$ cat config.mk
export PLATFORM = sky130hd
export DESIGN_NAME = keyboard_scanner
export DESIGN_NICKNAME = d
export VERILOG_FILES = /design/src/rtl/keyboard_pkg.sv /design/src/rtl/keyboard_ps2_rx.sv /design/src/rtl/keyboard_scanner.sv
export SDC_FILE = /design/constraint.sdc
export NUM_CORES = 1
export LEC_CHECK = 0
export ABC_AREA = 0
export BUFFER_PORTS_ARGS = -buffer_cell sky130_fd_sc_hd__buf_2
export CAP_MARGIN = 25
export CORE_ASPECT_RATIO = 1.4
export CORE_UTILIZATION = 45
export DETAILED_ROUTE_END_ITERATION = 8
export HOLD_SLACK_MARGIN = 0.08
export PLACE_DENSITY_LB_ADDON = 0.15
export REMOVE_ABC_BUFFERS = 1
export SETUP_SLACK_MARGIN = 0.5
export SYNTH_ARGS = -nofsm -noshare
export SYNTH_HDL_FRONTEND = slang
export SYNTH_SLANG_ARGS = --single-unit
export TNS_END_PERCENT = 30
$ cat constraint.sdc
create_clock -name keyboard_clk -period 2.6 [get_ports keyboard_clk]
set_clock_uncertainty 0.1 [all_clocks]
set_input_delay 0.13 -clock keyboard_clk [delete_from_list [all_inputs] [get_ports keyboard_clk]]
set_output_delay 0.13 -clock keyboard_clk [all_outputs]
set_load 0.01 [all_outputs]
$ cat src/rtl/keyboard_pkg.sv
`default_nettype none
// ============================================================================
// Module      : keyboard_pkg
// Description : Shared constants for the PS/2 keyboard front end. Holds the
//               scan-code prefixes, special codes, the default tracked keys
//               and the state encodings of the receive and decode FSMs.
// Revision    : 1.0 - initial release
// ============================================================================
package keyboard_pkg;

    // Prefix and special scan codes
    localparam logic [7:0] SC_EXT    = 8'hE0;   // extended-key prefix
    localparam logic [7:0] SC_BREAK  = 8'hF0;   // key-release prefix
    localparam logic [7:0] SC_PAUSE  = 8'hE1;   // Pause/Break sequence start
    localparam logic [7:0] SC_BAT    = 8'hAA;   // self-test passed
    localparam logic [7:0] SC_OVR_LO = 8'h00;   // buffer overrun (set 2)
    localparam logic [7:0] SC_OVR_HI = 8'hFF;   // buffer overrun (set 1)

    // Number of bytes that follow E1 in the Pause make sequence
    localparam logic [2:0] PAUSE_TAIL = 3'd7;

    // Tracked keys as {ext, code}
    localparam logic [8:0] KEY_UP   = 9'h175;
    localparam logic [8:0] KEY_DOWN = 9'h172;
    localparam logic [8:0] KEY_W    = 9'h01D;
    localparam logic [8:0] KEY_S    = 9'h01B;

    // PS/2 frame receive states
    typedef enum logic [1:0] {
        RX_IDLE   = 2'd0,
        RX_DATA   = 2'd1,
        RX_PARITY = 2'd2,
        RX_STOP   = 2'd3
    } rx_state_t;

    // Scan-code decode states
    typedef enum logic [0:0] {
        DEC_IDLE = 1'b0,
        DEC_SKIP = 1'b1
    } dec_state_t;

endpackage
`default_nettype wire

$ cat src/rtl/keyboard_ps2_rx.sv
`default_nettype none
// ============================================================================
// Module      : keyboard_ps2_rx
// Description : PS/2 byte receiver running entirely on the system clock.
//               Synchronises and glitch-filters kclk/kdata, samples data on
//               filtered kclk falling edges and checks start/parity/stop and
//               the inter-edge timeout.
// Ports       : clk, rst_n   - system clock, async active-low reset
//               kclk, kdata  - raw PS/2 lines (asynchronous)
//               rx_byte      - last received data byte (stable after valid)
//               byte_valid   - 1-cycle pulse, cycle after the stop-bit edge
//               err          - 1-cycle pulse on parity/stop/timeout error
// Revision    : 1.0 - initial release
// ============================================================================
module keyboard_ps2_rx
    import keyboard_pkg::*;
#(
    parameter int CLK_HZ     = 100_000_000,
    parameter int FILTER_LEN = 8,
    parameter int TIMEOUT_US = 2000
) (
    input  logic       clk,
    input  logic       rst_n,
    input  logic       kclk,
    input  logic       kdata,
    output logic [7:0] rx_byte,
    output logic       byte_valid,
    output logic       err
);

    localparam int TIMEOUT_CYC = CLK_HZ / 1_000_000 * TIMEOUT_US;
    localparam int TIMER_W     = $clog2(TIMEOUT_CYC + 1);

    // ------------------------------------------------------------------
    // Synchronisers: bit 0 = kclk, bit 1 = kdata. Preset to the idle-high
    // bus level so reset release never looks like a falling edge.
    // ------------------------------------------------------------------
    logic [1:0] sync_a;
    logic [1:0] sync_b;
    logic [1:0] filt;

    always_ff @(posedge clk or negedge rst_n) begin
        if (!rst_n) begin
            sync_a <= 2'b11;
            sync_b <= 2'b11;
        end else begin
            sync_a <= {kdata, kclk};
            sync_b <= sync_a;
        end
    end

    // Glitch filters: output follows the input only after FILTER_LEN
    // consecutive samples that differ from the current output.
    for (genvar i = 0; i < 2; i++) begin : g_filter
        logic [7:0] cnt;

        always_ff @(posedge clk or negedge rst_n) begin
            if (!rst_n) begin
                cnt     <= 8'd0;
                filt[i] <= 1'b1;
            end else if (sync_b[i] == filt[i]) begin
                cnt <= 8'd0;
            end else if (cnt == 8'(FILTER_LEN - 1)) begin
                cnt     <= 8'd0;
                filt[i] <= sync_b[i];
            end else begin
                cnt <= cnt + 8'd1;
            end
        end
    end

    logic kclk_f;
    logic kdata_f;
    logic kclk_prev;
    logic fall;

    assign kclk_f  = filt[0];
    assign kdata_f = filt[1];
    assign fall    = kclk_prev & ~kclk_f;

    always_ff @(posedge clk or negedge rst_n) begin
        if (!rst_n) kclk_prev <= 1'b1;
        else        kclk_prev <= kclk_f;
    end

    // ------------------------------------------------------------------
    // Receive FSM
    // ------------------------------------------------------------------
    rx_state_t        state;
    rx_state_t        state_next;
    logic [7:0]       shift;
    logic [2:0]       bit_cnt;
    logic             parity_ok;
    logic [TIMER_W-1:0] timer;
    logic             timeout;
    logic             valid_next;
    logic             err_next;

    // A timeout fires TIMEOUT_CYC cycles after the last falling edge; an
    // edge arriving on that very cycle wins and the frame continues.
    assign timeout = (state != RX_IDLE) && !fall &&
                     (timer == TIMER_W'(TIMEOUT_CYC - 1));

    always_ff @(posedge clk or negedge rst_n) begin
        if (!rst_n) state <= RX_IDLE;
        else        state <= state_next;
    end

    always_comb begin
        state_next = state;
        valid_next = 1'b0;
        err_next   = 1'b0;
        case (state)
            RX_IDLE: begin
                // A high "start bit" is ignored: the line simply stays idle.
                if (fall && !kdata_f) state_next = RX_DATA;
            end
            RX_DATA: begin
                if (fall && (bit_cnt == 3'd7)) state_next = RX_PARITY;
            end
            RX_PARITY: begin
                if (fall) state_next = RX_STOP;
            end
            RX_STOP: begin
                if (fall) begin
                    state_next = RX_IDLE;
                    if (kdata_f && parity_ok) valid_next = 1'b1;
                    else                      err_next   = 1'b1;
                end
            end
            default: state_next = RX_IDLE;
        endcase
        // Timeout overrides everything; shares the single err pulse.
        if (timeout) begin
            state_next = RX_IDLE;
            valid_next = 1'b0;
            err_next   = 1'b1;
        end
    end

    always_ff @(posedge clk or negedge rst_n) begin
        if (!rst_n) begin
            shift      <= 8'd0;
            bit_cnt    <= 3'd0;
            parity_ok  <= 1'b0;
            timer      <= '0;
            byte_valid <= 1'b0;
            err        <= 1'b0;
        end else begin
            byte_valid <= valid_next;
            err        <= err_next;

            if ((state == RX_IDLE) || fall) timer <= '0;
            else                            timer <= timer + 1'b1;

            if (fall) begin
                case (state)
                    RX_IDLE:   bit_cnt <= 3'd0;
                    RX_DATA: begin
                        shift   <= {kdata_f, shift[7:1]};   // LSB first
                        bit_cnt <= bit_cnt + 3'd1;
                    end
                    // Odd parity: data bits plus parity bit must XOR to 1.
                    RX_PARITY: parity_ok <= ^{shift, kdata_f};
                    default:   ;
                endcase
            end
        end
    end

    assign rx_byte = shift;

endmodule
`default_nettype wire

$ cat src/rtl/keyboard_scanner.sv
`default_nettype none
// ============================================================================
// Module      : keyboard_scanner
// Description : PS/2 keyboard front end. Receives scan-code bytes, decodes
//               E0/F0/E1 prefixes, emits one event per scan code and keeps a
//               held-key bitmap for the keys listed in KEY_CODES.
// Ports       : keyboard_clk, keyboard_rst_n - clock, async active-low reset
//               keyboard_kclk, keyboard_kdata - raw PS/2 lines
//               keyboard_out       - held-key bitmap (1 = pressed)
//               keyboard_evt_valid - 1-cycle event pulse
//               keyboard_evt_code/ext/break - event contents (held)
//               keyboard_err       - 1-cycle receive error pulse
// Revision    : 1.0 - initial release
// ============================================================================
module keyboard_scanner
    import keyboard_pkg::*;
#(
    parameter int                    CLK_HZ     = 100_000_000,
    parameter int                    NUM_KEYS   = 4,
    parameter logic [9*NUM_KEYS-1:0] KEY_CODES  = {KEY_S, KEY_W, KEY_DOWN, KEY_UP},
    parameter int                    FILTER_LEN = 8,
    parameter int                    TIMEOUT_US = 2000
) (
    input  logic                keyboard_clk,
    input  logic                keyboard_rst_n,
    input  logic                keyboard_kclk,
    input  logic                keyboard_kdata,
    output logic [NUM_KEYS-1:0] keyboard_out,
    output logic                keyboard_evt_valid,
    output logic [7:0]          keyboard_evt_code,
    output logic                keyboard_evt_ext,
    output logic                keyboard_evt_break,
    output logic                keyboard_err
);

    logic [7:0] rx_byte;
    logic       byte_valid;

    keyboard_ps2_rx #(
        .CLK_HZ     (CLK_HZ),
        .FILTER_LEN (FILTER_LEN),
        .TIMEOUT_US (TIMEOUT_US)
    ) u_rx (
        .clk        (keyboard_clk),
        .rst_n      (keyboard_rst_n),
        .kclk       (keyboard_kclk),
        .kdata      (keyboard_kdata),
        .rx_byte    (rx_byte),
        .byte_valid (byte_valid),
        .err        (keyboard_err)
    );

    // ------------------------------------------------------------------
    // Decode FSM
    // ------------------------------------------------------------------
    dec_state_t dec_state;
    dec_state_t dec_next;
    logic       ext_flag;
    logic       brk_flag;
    logic [2:0] skip_cnt;

    logic set_ext;
    logic set_brk;
    logic clear_flags;
    logic clear_keys;
    logic start_skip;
    logic skip_dec;
    logic fire;

    always_ff @(posedge keyboard_clk or negedge keyboard_rst_n) begin
        if (!keyboard_rst_n) dec_state <= DEC_IDLE;
        else                 dec_state <= dec_next;
    end

    always_comb begin
        dec_next    = dec_state;
        set_ext     = 1'b0;
        set_brk     = 1'b0;
        clear_flags = 1'b0;
        clear_keys  = 1'b0;
        start_skip  = 1'b0;
        skip_dec    = 1'b0;
        fire        = 1'b0;
        if (byte_valid) begin
            case (dec_state)
                DEC_IDLE: begin
                    case (rx_byte)
                        SC_EXT:   set_ext = 1'b1;
                        SC_BREAK: set_brk = 1'b1;
                        SC_PAUSE: begin
                            start_skip  = 1'b1;
                            clear_flags = 1'b1;
                            dec_next    = DEC_SKIP;
                        end
                        // Keyboard restarted or overflowed: nothing is held.
                        SC_BAT, SC_OVR_LO, SC_OVR_HI: begin
                            clear_keys  = 1'b1;
                            clear_flags = 1'b1;
                        end
                        default: begin
                            fire        = 1'b1;
                            clear_flags = 1'b1;
                        end
                    endcase
                end
                DEC_SKIP: begin
                    // Remaining Pause bytes are swallowed without decoding.
                    skip_dec    = 1'b1;
                    clear_flags = 1'b1;
                    if (skip_cnt == 3'd1) dec_next = DEC_IDLE;
                end
                default: dec_next = DEC_IDLE;
            endcase
        end
    end

    always_ff @(posedge keyboard_clk or negedge keyboard_rst_n) begin
        if (!keyboard_rst_n) begin
            ext_flag <= 1'b0;
            brk_flag <= 1'b0;
            skip_cnt <= 3'd0;
        end else begin
            if (clear_flags) begin
                ext_flag <= 1'b0;
                brk_flag <= 1'b0;
            end else begin
                if (set_ext) ext_flag <= 1'b1;
                if (set_brk) brk_flag <= 1'b1;
            end
            if (start_skip)    skip_cnt <= PAUSE_TAIL;
            else if (skip_dec) skip_cnt <= skip_cnt - 3'd1;
        end
    end

    // ------------------------------------------------------------------
    // Event registers
    // ------------------------------------------------------------------
    always_ff @(posedge keyboard_clk or negedge keyboard_rst_n) begin
        if (!keyboard_rst_n) begin
            keyboard_evt_valid <= 1'b0;
            keyboard_evt_code  <= 8'd0;
            keyboard_evt_ext   <= 1'b0;
            keyboard_evt_break <= 1'b0;
        end else begin
            keyboard_evt_valid <= fire;
            if (fire) begin
                keyboard_evt_code  <= rx_byte;
                keyboard_evt_ext   <= ext_flag;
                keyboard_evt_break <= brk_flag;
            end
        end
    end

    // ------------------------------------------------------------------
    // Held-key table: every matching entry updates, so duplicates track
    // the same key.
    // ------------------------------------------------------------------
    for (genvar i = 0; i < NUM_KEYS; i++) begin : g_key
        localparam logic [8:0] CODE = KEY_CODES[9*i +: 9];
        logic held;

        always_ff @(posedge keyboard_clk or negedge keyboard_rst_n) begin
            if (!keyboard_rst_n) begin
                held <= 1'b0;
            end else if (clear_keys) begin
                held <= 1'b0;
            end else if (fire && (CODE == {ext_flag, rx_byte})) begin
                held <= ~brk_flag;
            end
        end

        assign keyboard_out[i] = held;
    end

endmodule
`default_nettype wire

Word level (Yosys, flattened, before mapping)
Index checks and enable logic that the tools add are counted.

Bits in registers: 78. Bits of input ports: 4. Output and inout port bits: 16. Word-level logic and storage cells: 149.

Add/sub/neg operators: 5. Equal/unequal tests: 23. Muxes and demuxes: 56. Bitwise gates (word level): 6. Reductions and logical operators: 33.

Operator list (count): equality test 8 bit, second input constant (5); two-way mux 1 bit (40); two-way mux 8 bit (4); adder 18 x 1 -> 18 bit, second input constant (1); equality test 18 bit, second input constant (1); equality test 5 x 9 -> 1 bit, first input constant (2); equality test 9 bit, first input constant (2); two-way mux 18 bit (1); nonzero test 2 bit (9); adder 8 x 1 -> 8 bit, second input constant (2); equality test 8 x 3 -> 1 bit, second input constant (2); != test 3 x 1 -> 1 bit, second input constant (4); two-way mux 2 bit (5); AND reduction 2 bit (5); logical AND 1 bit (9); XOR reduction 9 bit (1); zero test 8 bit (1); case mux 2 bit (4 select lines) (1); two-way mux 3 bit (2); case mux 3 bit (2 select lines) (1); OR reduction 6 bit (1); NOT 1 bit (5); equality test 2 bit, second input constant (2); case mux 1 bit (2 select lines) (2); other kinds (13) (15).

Depth between registers and ports, before layout
Gate-level depths: netlist (run 1).

Word-level depth: 8. Mapped depth: 7. Gate-level depth less buffers: 7.

Hierarchy
Synthesis (run 1) repeated with hierarchy kept, for this count alone.

Cell total of the unflattened synthesis: 335. Area, all modules: 3766.1 µm².

Modules (own cells, without submodules): keyboard_ps2_rx (instances 1, cells each 237, area each 2647.5 µm², sequential area each 1435.1 µm²); keyboard_scanner (instances 1, cells each 98, area each 1118.6 µm², sequential area each 525.5 µm²).

Least setup slack after synthesis (run 1)
OpenSTA, ideal clock, no wires.

Path type: register to register. From: reg u_rx.shift[6], in the netlist u_rx.rx_byte[6]. To: reg keyboard_evt_break. Library setup time: 125 ps. Arrival time: 1690 ps. Data required time: 2375 ps. Setup slack: 685 ps. Cell stages (with the launch flop): 8. Buffers on the path: 2. Clock period less this slack: 1915 ps. Path through: dfrtp_1 buf_6 or4_1 a21oi_1 a31o_4 a211o_4 buf_12 mux2_4.

Word-level cells in the longest chain between the ends: 5. Elaborated cells between the ends (all ways): 10. Those cells by class: eq/ne: 5; mux: 3; reduce/logical: 2.

RTL lines: start: declaration (line keyboard_ps2_rx.sv:91) `logic [7:0] shift;`; start signal: assignment (line keyboard_ps2_rx.sv:160) `shift <= {kdata_f, shift[7:1]};`; equality test 8 bit / zero test 8 bit (equally long branches) (line keyboard_scanner.sv:87) `case (rx_byte)`; OR reduction 6 bit (no line) (*); two-way mux 1 bit (*) (line keyboard_scanner.sv:87); two-way mux 1 bit (*) (line keyboard_scanner.sv:85) `case (dec_state)`; two-way mux 1 bit (*) (line keyboard_scanner.sv:84) `if (byte_valid) begin`; end signal: assignment (line keyboard_scanner.sv:149) `keyboard_evt_break <= brk_flag;`; end: declaration (line keyboard_scanner.sv:32) `output logic keyboard_evt_break,`.

Every way passes the cells marked *; elsewhere a longest branch is shown, timed or not. A chain may end at the register's enable or synchronous reset.

Final worst setup path (run 1)
From: reg u_rx.shift[0], in the netlist u_rx.rx_byte[0]. To: reg keyboard_evt_ext.

Word-level cells in the longest chain between the ends: 5. Elaborated cells between the ends (all ways): 10. Those cells by class: eq/ne: 5; mux: 3; reduce/logical: 2.

RTL lines: equality test 8 bit / zero test 8 bit (equally long branches) (line keyboard_scanner.sv:87); OR reduction 6 bit (no line) (*); two-way mux 1 bit (*) (line keyboard_scanner.sv:87); two-way mux 1 bit (*) (line keyboard_scanner.sv:85); two-way mux 1 bit (*) (line keyboard_scanner.sv:84); end signal: assignment (line keyboard_scanner.sv:148) `keyboard_evt_ext <= ext_flag;`; end: declaration (line keyboard_scanner.sv:31) `output logic keyboard_evt_ext,`.

Marked as above.

==> flow_metrics.tcl, run 1 <==
set metrics [dict create \
    worstMarginPinSlew_ns 0.598 \
    filler_cell_count 738 \
    yosys_warnings 0 \
    fin_cells 471 \
    end_kind "register" \
    area_growth_pct 13.2 \
    required_ns 2.72 \
    die_area_sq_um 8680 \
    vias 2420 \
    antenna_found_initial 0 \
    ys_types 42 \
    cts_tree "yes" \
    diodes 0 \
    power.total_mw 3.21 \
    start_util_pct 46.2 \
    dp_hpwl_mm 4.08 \
    r2r_end "keyboard_evt_ext$_DFFE_PN0P_" \
    hold_class "input pin to asynchronous set/reset pin" \
    yosysSeqAreaShare_pct 52.4 \
    worstPathCellList "or4_1 > a21oi_1 > a31o_4 > a211o_4 > mux2_2" \
    clkTransAtPathRegs_ns 0.06 \
    slowest_delay_ns 0.53 \
    finalMaxSlewViolations 0 \
    cts_buffers 9 \
    dp.cells 446 \
    outcome "complete, no violations" \
    gp_congestion 0.813 \
    crit_type "register to register" \
    die_h_um 110 \
    maxSlewHeadroom_pct 59.8 \
    finalSetupViolCount 0 \
    ir_drop_v 0.000431 \
    die_w_um 79.0 \
    cap_violations 0 \
    grt_pass1_vias 2432 \
    reg2reg_setup_slack_ns 0.54 \
    ioPinCount 20 \
    p_per_area_nw_per_um2 759 \
    rsz0062_at_grt "no" \
    ys_ff_latch 78 \
    avgViaCountPerCell 5.14 \
    grt_pass1_wl_mm 11.2 \
    overflow 0 \
    core_sq_um 8100 \
    crit_path_max_fanout 6 \
    hold_viol 0 \
    finalSetupTns_ns 0 \
    numPortBuffers 19 \
    drt_iter0_drc 72 \
    reg2regPathDepth 5 \
    stdcell_area_sq_um 4240 \
    post-route-min-period_ns 2.06 \
    cts-root-buf "clkbuf_16" \
    post_drt_wl_per_cell_um 13.7 \
    cp_slowest_cell "or4_1" \
    r2r_start "u_rx.rx_byte[0]$_DFFE_PN0P_" \
    dpl_cell_area_sq_um 3860 \
    drcViolationCount 0 \
    cts-htree-levels 3 \
    cts_buffer_depth 2 \
    power.leakage_nw 2.03 \
    clock_latency_ns 0.34 \
    syn_inst 341 \
    grt_max_degree 79 \
    drive_gt1_share_pct 20.6 \
    wl_mm 6.47 \
    pre_cts_ws_ns 0.465 \
    cts.sinks 78 \
    dr.pass1.iters 4 \
    fin_crit_sh_pct 79.2 \
    num_rows 39 \
    timing.fmax_ghz 0.486 \
    grt_usage_pct 17.0 \
    worst_slack_ns 0.541 \
    startpoint_type "register" \
    postSynthAreaPerCell_sq_um 11.0 \
    ant_nets 0 \
    syn_area_sq_um 3740 \
    crit_arrival_ns 2.18 \
    layout_common_cells "dfrtp_1, nor2_1, nand2_1" \
    nets 380 \
    final_common_cell "dfrtp_1" \
]
==> power by group <==
group          switching (mW)  total [mW]  internal (mW)
logic                   0.363       0.622          0.259
registers               0.120        1.48           1.36
clock network           0.473        1.11          0.639
total                   0.957        3.21           2.26
==> layout make-up <==
cell class	count	area [sq um]	area share, %
inverters	9	33.8	0.798
clock inverters	5	27.5	0.650
clock buffers	11	233	5.49
multi-input cells	237	1650	39.0
flip-flops and latches	78	1960	46.4
well taps	102	128	3.01
repair buffers	29	200	4.73
==> how the worst max path moves through the flow <==
stage | start | end | slack, ns | cells after the start
detailed placement | u_rx.rx_byte[0]$_DFFE_PN0P_ | keyboard_evt_ext$_DFFE_PN0P_ | 0.46 | 5
global placement | u_rx.rx_byte[0]$_DFFE_PN0P_ | keyboard_evt_ext$_DFFE_PN0P_ | 0.50 | 5
floorplan | u_rx.rx_byte[0]$_DFFE_PN0P_ | keyboard_evt_ext$_DFFE_PN0P_ | 0.57 | 5
finish | u_rx.rx_byte[0]$_DFFE_PN0P_ | keyboard_evt_ext$_DFFE_PN0P_ | 0.54 | 5
CTS | u_rx.state[0]$_DFFE_PN0P_ | u_rx.state[0]$_DFFE_PN0P_ | 0.49 | 6
global route | u_rx.timer[6]$_DFF_PN0_ | u_rx.state[0]$_DFFE_PN0P_ | 0.49 | 5
==> worst max-delay path, delay by kind of cell, from the launching register on <==
family          cells  cell delay [ns]
simple gates        1             0.53
compound gates      3             0.52
flops               1             0.45
mux                 1             0.34
==> flip-flops by register name (all words and copies together), names as in the netlist, 2 cells and up <==
| signal | flops |
|---|---|
| skip_cnt | 3 |
| keyboard_evt_code | 8 |
| g_key.held | 4 |
| u_rx.g_filter.cnt | 16 |
| u_rx.timer | 18 |
| u_rx.state | 2 |
| u_rx.sync_a | 2 |
| u_rx.rx_byte | 8 |
| u_rx.sync_b | 2 |
| u_rx.bit_cnt | 3 |
==> per-stage QoR <==
step	utilization, %	hold slack (ns)
finish	52.3	0.0824
global route	52.3	0.0879
CTS	51.5	0.255
detailed placement	47.7	0.136
global placement	47.7	0.135
floorplan	-	-0.266
==> synthesized netlist by cell type (all sizes together) <==
library cell  count  share of area [%]
xor2             25                5.9
nand4             9                1.5
xnor2            15                3.5
a211o             1               0.47
or4               1               0.20
dfrtp            71                 48
buf              14                2.8
nand3b            2               0.40
o21bai            1               0.20
mux2             19                6.6
nor3              4               0.54
o211ai            3               0.60
nand2b            3               0.50
nand4b            3               0.70
ha               12                4.0
nor2             43                4.3
a21oi             5               0.67
a32o              3               0.80
clkbuf            4               0.40
nand3            21                2.8
or2               1               0.17
o21ai             7               0.94
nor4b             2               0.47
and4              1               0.23
nor2b             3               0.50
o31ai             1               0.20
or4bb             1               0.30
and3              8                1.3
nand4bb           1               0.30
inv               9               0.90
and2              1               0.17
nor4              5               0.84
dfstp             7                4.9
nand2            31                3.1
o2111ai           1               0.23
a31o              3               0.94
==> logic make-up after synthesis <==
logic type / share of synthesized area, %
simple gates: 18.4
xor+xnor: 9.37
compound gates: 5.05
mux: 6.62
buf+inv: 4.11
flops: 52.4
fa+ha+maj: 4.01
==> per-layer routing <==
layer / wire length [um] / global-route usage [%]
met1: 2920 / 19.2
met2: 3170 / 28.9
met3: 210 / 5.48
met4: 167 / 8.18
met5: 0 / 0
==> timing repair <==
action	in CTS	in global routing
gates resized for setup	3	2
setup buffers	0	4
hold endpoints to repair	73	0
pin swaps	1	0
gates cloned	1	0
hold buffers	3	0
endpoints found under the setup margin	11	11
(Power assumes the default switching activity.)
==> inputs of run 2 (changes only) <==
clock period = 2.2 ns   (was 2.6 ns; I/O delays follow)
==> run 2 against run 1 <==
  * Die area is the same
  * Highest routed layer unchanged
  * Critical endpoint is now keyboard_evt_code[1]$_DFFE_PN0P_
  * Setup slack worse by 0.25 ns
  * Largest power group unchanged
  * Via count up 2.0%
==> flow_metrics.tcl, run 2 (synthesized netlist as in run 1, its figures left out) <==
set metrics [dict create \
    start_util_pct 46.2 \
    wl_mm 6.72 \
    cts-htree-levels 3 \
    cap_violations 0 \
    drcViolationCount 0 \
    clkTransAtPathRegs_ns 0.06 \
    grt_pass1_wl_mm 11.4 \
    post_drt_wl_per_cell_um 14.0 \
    avgViaCountPerCell 5.15 \
    die_w_um 79.0 \
    worst-path-buf-inv 0 \
    grt_pass1_vias 2453 \
    swShare_pct 28.3 \
    use_met1_pct 19.4 \
    gp_congestion 0.836 \
    layout_common_cells "dfrtp_1, nor2_1, nand2_1" \
    ioPinCount 20 \
    fin_crit_sh_pct 87.0 \
    vias 2468 \
    antenna_found_initial 0 \
    finalSetupViolCount 0 \
    clock_latency_ns 0.33 \
    post-route-min-period_ns 1.91 \
    clkPwrFrac_pct 38.2 \
    largestRegisters "u_rx.timer (18), u_rx.g_filter.cnt (16)" \
    cts_buffer_depth 2 \
    worstMarginPinSlew_ns 0.579 \
    power.leakage_nw 2.10 \
    numPortBuffers 19 \
    hold_viol 0 \
    worstPathCellList "or4_4 > a21oi_4 > a31o_4 > a211o_4 > mux2_4" \
    p_per_area_nw_per_um2 944 \
    startpoint_type "register" \
    p_seq_share_pct 42.3 \
    overflow 0 \
    switchingPower_mw 1.17 \
    die_h_um 110 \
    grt_max_degree 39 \
    dr.pass1.iters 4 \
    maxSlewHeadroom_pct 61.0 \
    core_sq_um 8100 \
    drt_iter0_drc 80 \
    nets 388 \
    required_ns 2.32 \
    fin_util_pct 54.2 \
    slowest_delay_ns 0.55 \
    max_flop_register "u_rx.timer" \
    final_common_cell "dfrtp_1" \
    grt_usage_pct 17.3 \
    crit_arrival_ns 2.03 \
    use_met2_pct 29.4 \
    dp_hpwl_mm 4.38 \
    hold_class "input pin to asynchronous set/reset pin" \
    area_growth_pct 17.3 \
    outcome "complete, no violations" \
    reg2reg_setup_slack_ns 0.29 \
    finalSetupTns_ns 0 \
    ant_nets 0 \
    cts_tree "yes" \
    cp_slowest_cell "or4_4" \
    cts.sinks 78 \
    combinationalPowerShare_pct 19.4 \
    ir_drop_v 0.000518 \
    die_area_sq_um 8680 \
    largest_reg_flops 18 \
    diodes 0 \
    crit_path_max_fanout 6 \
    internal_power_mw 2.97 \
    num_rows 39 \
    grtUsageMet3_pct 4.98 \
    timing.fmax_ghz 0.523 \
    drive_gt1_share_pct 23.6 \
    cts-root-buf "clkbuf_16" \
    crit_type "register to register" \
    rsz0062_at_grt "yes" \
    cts_buffers 9 \
    end_kind "register" \
    critPathTopFamily "simple AND/OR/NAND/NOR gates" \
    finalMaxSlewViolations 0 \
    grt_most_used_layer "met2" \
]
[run 2: cell types whose count changed in the layout (fill, tap and decap cells not counted), moves of 2 or more]
| cell | delta |
|---|---|
| buf_4 | +9 |
| bufinv_16 | +2 |
| clkinv_2 | -3 |
| dfrtp_1 | +2 |
| dfrtp_2 | -2 |
| inv_1 | -2 |
| inv_2 | +2 |
| nor4_4 | +2 |
| o21ai_0 | -2 |
| o21ai_1 | +2 |
[run 2: power groups by stage]
stage | sequential (mW) | combinational, mW | clock, mW
2_1_floorplan | 1.74 | 0.541 | 0
6_report | 1.75 | 0.804 | 1.58
4_1_cts | 1.75 | 0.777 | 1.63
3_3_place_gp | 1.77 | 0.738 | 0
3_5_place_dp | 1.78 | 0.753 | 0
5_1_grt | 1.78 | 0.915 | 1.69
[run 2: path summary, 6_finish.rpt]
path | from | end | cells past startpoint
hold / removal | keyboard_rst_n | u_rx.g_filter[1].cnt[0]$_DFF_PN0_ | 2
setup reg to reg | u_rx.rx_byte[0]$_DFFE_PN0P_ | keyboard_evt_code[1]$_DFFE_PN0P_ | 5
min in group keyboard_clk | u_rx.sync_a[1]$_DFF_PN1_ | u_rx.sync_b[1]$_DFF_PN1_ | 0
hold reg to reg | u_rx.sync_a[1]$_DFF_PN1_ | u_rx.sync_b[1]$_DFF_PN1_ | 0
setup / recovery | u_rx.rx_byte[0]$_DFFE_PN0P_ | keyboard_evt_code[1]$_DFFE_PN0P_ | 5
max in group asynchronous | keyboard_rst_n | u_rx.sync_a[1]$_DFF_PN1_ | 3
[run 2: layout make-up]
| class | count | area (sq um) |
|---|---|---|
| clock buffer | 12 | 246 |
| clock inverter | 4 | 72.6 |
| fill | 717 | 3710 |
| inverter | 9 | 33.8 |
| multi-input combinational | 237 | 1710 |
| sequential | 78 | 1960 |
| tap | 102 | 128 |
| timing repair buffer | 37 | 240 |
[run 2: metrics by stage]
stage | setup WS (ns) | std cells | hold WS, ns | power (mW) | area (sq um)
after floorplan | 0.173 | 323 | -0.286 | 2.28 | 3620
after global placement | 0.205 | 456 | 0.0106 | 2.51 | 3940
after detailed placement | 0.202 | 456 | 0.00682 | 2.53 | 3940
after CTS | 0.303 | 477 | 0.187 | 4.16 | 4350
after global routing | 0.224 | 479 | 0.214 | 4.39 | 4390
final | 0.287 | 479 | 0.174 | 4.14 | 4390
[run 2: repair_timing]
item / CTS / global route
resized for setup: 8 / 8
endpoints found under the hold margin: 74 / 0
setup buffers: 1 / 2
hold buffers: 3 / 0
cloned: 1 / 0
setup endpoints to repair: 26 / 34
pin swaps: 3 / 3
[run 2: worst reg2reg max path, cell delays in order (launching register included)]
cell	delay (ns)
dfrtp_1	0.37
or4_4	0.55
a21oi_4	0.14
a31o_4	0.15
a211o_4	0.17
mux2_4	0.31
[run 2: per-layer routing]
| layer | vias up | wire, um |
|---|---|---|
| met5 | - | 0 |
| met4 | 0 | 199 |
| met3 | 16 | 202 |
| met2 | 34 | 3300 |
| met1 | 1187 | 3020 |
| li1 | 1231 | - |
